`src/rtl/pc_redirect_unit.sv`:
```
// Fetch PC owner: linear PC+4 sequencing, branch/jump redirects with a fixed
// wrong-path squash window, and a sticky trap on misaligned redirect targets.
module pc_redirect_unit #(
    parameter logic [31:0] RESET_PC     = 32'h0000_0000,
    parameter int          FLUSH_CYCLES = 2,
    parameter int          CNT_W        = 16
) (
    input  logic             clk,
    input  logic             rst,
    input  logic [1:0]       branch,
    input  logic [31:0]      branch_target,
    input  logic             stall,
    input  logic             if_ready,
    output logic [31:0]      pc,
    output logic             if_valid,
    output logic             flush,
    output logic             misalign_trap,
    output logic [31:0]      trap_addr,
    output logic [CNT_W-1:0] redirect_cnt
);

    typedef enum logic [1:0] {
        BOOT  = 2'd0,
        RUN   = 2'd1,
        FLUSH = 2'd2,
        TRAP  = 2'd3
    } state_t;

    localparam logic [3:0]       FLUSH_LOAD = 4'(FLUSH_CYCLES);
    localparam logic [CNT_W-1:0] CNT_MAX    = '1;

    state_t           state, state_nxt;
    logic [3:0]       fcnt, fcnt_nxt;
    logic [31:0]      pc_nxt, trap_addr_nxt;
    logic             flush_nxt, trap_nxt, if_valid_nxt;
    logic [CNT_W-1:0] cnt_nxt;

    logic redirect_req, target_aligned;
    assign redirect_req   = (branch != 2'b00);
    assign target_aligned = (branch_target[1:0] == 2'b00);

    always_ff @(posedge clk) begin
        if (rst) begin
            state         <= BOOT;
            fcnt          <= '0;
            pc            <= RESET_PC;
            if_valid      <= 1'b0;
            flush         <= 1'b0;
            misalign_trap <= 1'b0;
            trap_addr     <= '0;
            redirect_cnt  <= '0;
        end else begin
            state         <= state_nxt;
            fcnt          <= fcnt_nxt;
            pc            <= pc_nxt;
            if_valid      <= if_valid_nxt;
            flush         <= flush_nxt;
            misalign_trap <= trap_nxt;
            trap_addr     <= trap_addr_nxt;
            redirect_cnt  <= cnt_nxt;
        end
    end

    always_comb begin
        state_nxt     = state;
        fcnt_nxt      = fcnt;
        pc_nxt        = pc;
        flush_nxt     = 1'b0;
        trap_nxt      = misalign_trap;
        trap_addr_nxt = trap_addr;
        cnt_nxt       = redirect_cnt;

        case (state)
            BOOT: state_nxt = RUN;

            RUN: begin
                // Redirects win over stall/if_ready: the wrong path must die now.
                if (redirect_req) begin
                    if (target_aligned) begin
                        pc_nxt    = branch_target;
                        flush_nxt = 1'b1;
                        fcnt_nxt  = FLUSH_LOAD;
                        state_nxt = FLUSH;
                        if (redirect_cnt != CNT_MAX)
                            cnt_nxt = redirect_cnt + 1'b1;
                    end else begin
                        trap_nxt      = 1'b1;
                        trap_addr_nxt = branch_target;
                        state_nxt     = TRAP;
                    end
                end else if (if_ready && !stall) begin
                    pc_nxt = pc + 32'd4;
                end
            end

            FLUSH: begin
                // Counter value 1 marks the last squashed cycle.
                if (fcnt <= 4'd1) begin
                    fcnt_nxt  = '0;
                    state_nxt = RUN;
                end else begin
                    fcnt_nxt = fcnt - 4'd1;
                end
            end

            TRAP: state_nxt = TRAP;

            default: state_nxt = BOOT;
        endcase

        if_valid_nxt = (state_nxt == RUN);
    end

endmodule

```
`config.mk`:
```
export PLATFORM = sky130hd
export DESIGN_NAME = pc_redirect_unit
export DESIGN_NICKNAME = d
export VERILOG_FILES = /design/src/rtl/pc_redirect_unit.sv
export SDC_FILE = /design/constraint.sdc
export NUM_CORES = 1
export LEC_CHECK = 0
export CAP_MARGIN = 5
export CORE_MARGIN = 2
export CORE_UTILIZATION = 53
export CTS_BUF_LIST = sky130_fd_sc_hd__clkbuf_2 sky130_fd_sc_hd__clkbuf_4 sky130_fd_sc_hd__clkbuf_8
export CTS_CLUSTER_DIAMETER = 30
export DETAILED_ROUTE_END_ITERATION = 8
export GPL_TIMING_DRIVEN = 0
export PLACE_DENSITY = 0.88
export SYNTH_ARGS = -nofsm -noshare
export SYNTH_HDL_FRONTEND = slang
export SYNTH_SLANG_ARGS = --single-unit
```
`constraint.sdc`:
```
create_clock -name clk -period 4 [get_ports clk]
set_clock_uncertainty 0.2 [all_clocks]
set_input_delay 0.6 -clock clk [delete_from_list [all_inputs] [get_ports clk]]
set_output_delay 0.6 -clock clk [all_outputs]
set_load 0.03 [all_outputs]
```
==> results.yml <==
outcome:
  status: "finished clean"
logic_synthesis:
  ys_warn_count: 0
  seq_area_frac_synth: 0.420
  syn_nets: 594
  synth_ff_type: "dfxtp_1"
  synthArstFlopShare: 0
  synth_area_sq_um: 4240
  synth-seq-cells: 89
  ys_types: 50
  syn_avg_cell_area_sq_um: 7.69
  synth_edf_count: 0
  syn_inst: 552
finish:
  fin_area_sq_um: 5770
  final_nets: 725
  layout-drive-gt1-share: 0.0480
  finalNonFillerCells: 790
  diodes: 0
  syn2layout_area_growth_pct: 35.9
place:
  io_buffers: 120
  post-place-ws_ns: 1.01
  dp_hpwl_mm: 10.8
  place_inst: 774
  place_area_sq_um: 5570
  place.gp.congestion: 0.994
global_route:
  grt_pass1_vias: 4660
  grt_start_max_net_pins: 16
  antenna_found_initial: 0
  overflow: 0
  grt.total_usage: 0.342
  grt_pass1_wl_mm: 23.4
cts:
  htree_levels: 3
  cts_setup_buffers: 0
  clock_path_buffers: 2
  clkLatencyLatePin_ns: 0.37
  hold_buffers: 0
  cts_tree: "yes"
  clk_pin_slew_worst_paths_ns: 0.09
  clock_sinks: 89
  ctsRootBufferMaster: "clkbuf_8"
  cts_buffers: 9
  cts_resized: 0
drt:
  num_vias: 4880
  drtIter0Drc: 555
  vias_per_cell: 6.18
  wl_mm: 14.8
  drtPass1Iterations: 5
  avgRoutedWirePerCell_um: 18.7
  post-route-drc-count: 0
  drtAntennaViolNets: 0
critical_path:
  crit_fanout: 10
  critical_path_class: "input port to flop"
  start_kind: "input port"
  endpoint_kind: "flop"
  crit_arrival_ns: 2.71
  critPathRequiredTime_ns: 4.04
sta:
  min_period_ns: 2.68
  relSlewSlack: 0.451
  finalHoldViolCount: 0
  period_share: 0.669
  tns_ns: 0
  timing.fmax_mhz: 373
  drv_slew: 0
  fin_hold_ws_ns: 0.264
  rsz0062_at_grt: "false"
  fin_ws_ns: 1.32
  setup_viol: 0
  tightest_slew_ns: 0.816
floorplan:
  num_io_pins: 121
  core_area_sq_um: 7730
  initial_core_util: 0.549
  core.rowCount: 32
  design.die.area_sq_um: 8740
  fp.dieW_um: 93.5
  die_y_um: 93.5
power:
  p_comb_frac: 0.170
  p_seq_frac: 0.496
  swShare: 0.298
  p_clk_frac: 0.334
  power_leakage_nw: 1.86
  ir_drop_v: 0.000261
  p_switching_mw: 0.571
  internal-power_mw: 1.35
  powerDensity_nw_per_um2: 332
run:
  maxCapViolCount: 0
min_path:
  hp-class: "flop to flop"
==> cells in the mapped netlist, types with 2 or more instances <==
cell	number	area share
nand2_1	111	0.098
dfxtp_1	89	0.42
a21oi_1	59	0.070
nor2_1	51	0.045
clkbuf_1	23	0.020
nor3_1	22	0.026
nand4_1	21	0.031
nand3_1	20	0.024
a31oi_1	17	0.025
o21ai_0	15	0.018
nor4_1	12	0.018
xnor2_1	11	0.023
and3_1	10	0.015
o211ai_1	7	0.012
inv_1	6	0.0053
or3_1	6	0.0088
buf_2	5	0.0059
a21o_1	4	0.0071
and2_1	4	0.0059
ha_1	4	0.012
nand4b_1	4	0.0083
nor3b_1	4	0.0071
nor4b_1	4	0.0083
a41oi_1	3	0.0062
buf_1	3	0.0027
mux2_2	3	0.0080
nor2b_1	3	0.0044
o31a_1	3	0.0062
a211oi_1	2	0.0035
a311oi_1	2	0.0041
a31o_2	2	0.0041
mux2i_1	2	0.0047
o31ai_1	2	0.0035
or2_2	2	0.0029
==> cell type report <==
type	count	area, sq um
Tap cell	102	128
Inverter	6	22.5
Multi-Input combinational cell	426	2320
Buffer	31	123
Clock inverter	6	65.1
Clock buffer	10	131
Fill cell	611	1960
Sequential cell	89	1780
Timing Repair Buffer	120	1200
==> state kept, by name, summed over array words and instances, names as in the netlist <==
register       cells
pc                32
flush              1
state              2
redirect_cnt      16
misalign_trap      1
trap_addr         32
fcnt               4
if_valid           1
==> power groups by stage <==
stage               Combinational, mW  Sequential (mW)  Clock, mW
global route                    0.346            0.956      0.669
floorplan                       0.107             1.03          0
detailed placement              0.320            0.971          0
global placement                0.314            0.969          0
finish                          0.325            0.952      0.640
CTS                             0.322            0.950      0.635
==> metrics by stage <==
step	total power, mW	utilization
floorplan	1.13	-
global placement	1.28	0.721
detailed placement	1.29	0.721
CTS	1.91	0.747
global route	1.97	0.747
finish	1.92	0.747
==> cells in the final DEF (no fill, tap or decap), types with 7 or more instances in the layout <==
cell,netlist,routed
clkbuf_8,0,9
a21oi_1,59,59
nor2_1,51,51
clkbuf_1,23,23
and3_1,10,10
o21ai_0,15,15
o211ai_1,7,7
clkdlybuf4s50_1,0,120
a31oi_1,17,17
xnor2_1,11,11
nor4_1,12,12
dfxtp_1,89,89
nand4_1,21,21
nor3_1,22,22
nand3_1,20,20
nand2_1,111,111
==> per-layer routing <==
metal / track usage / routed length [um]
met1: 0.434 / 5840
met2: 0.547 / 6850
met3: 0.0685 / 1590
met4: 0.180 / 517
met5: 0 / 0
==> worst paths after layout <==
path / startpoint / to / slack (ns) / cells past startpoint
min reg2reg: trap_addr[30]$_SDFFE_PP0P_ / trap_addr[30]$_SDFFE_PP0P_ / 0.26 / 2
max reg2reg: pc[2]$_SDFFE_PP0P_ / pc[16]$_SDFFE_PP0P_ / 1.52 / 6
min: trap_addr[30]$_SDFFE_PP0P_ / trap_addr[30]$_SDFFE_PP0P_ / 0.26 / 2
max: branch[1] / pc[27]$_SDFFE_PP0P_ / 1.32 / 7
==> logic make-up (layout without fill, tap and decap cells) <==
kind of cell,after synthesis,in the layout,synth area share
buffers and inverters,37,173,0.0342
AND/OR/NAND/NOR,282,282,0.323
flip-flops,89,89,0.420
AO/OA/AOI/OAI,124,124,0.176
multiplexers,5,5,0.0127
XOR/XNOR,11,11,0.0227
adder cells (fa/ha/maj),4,4,0.0118
==> critical path, cell delays in order <==
cell and delay [ns]:
clkdlybuf4s50_1 0.42, or2_4 0.28, nor4b_4 0.58, nor2_1 0.18
clkbuf_1 0.32, o21ai_0 0.24, a21oi_1 0.08
No activity file was read; power rests on OpenSTA's default activity.
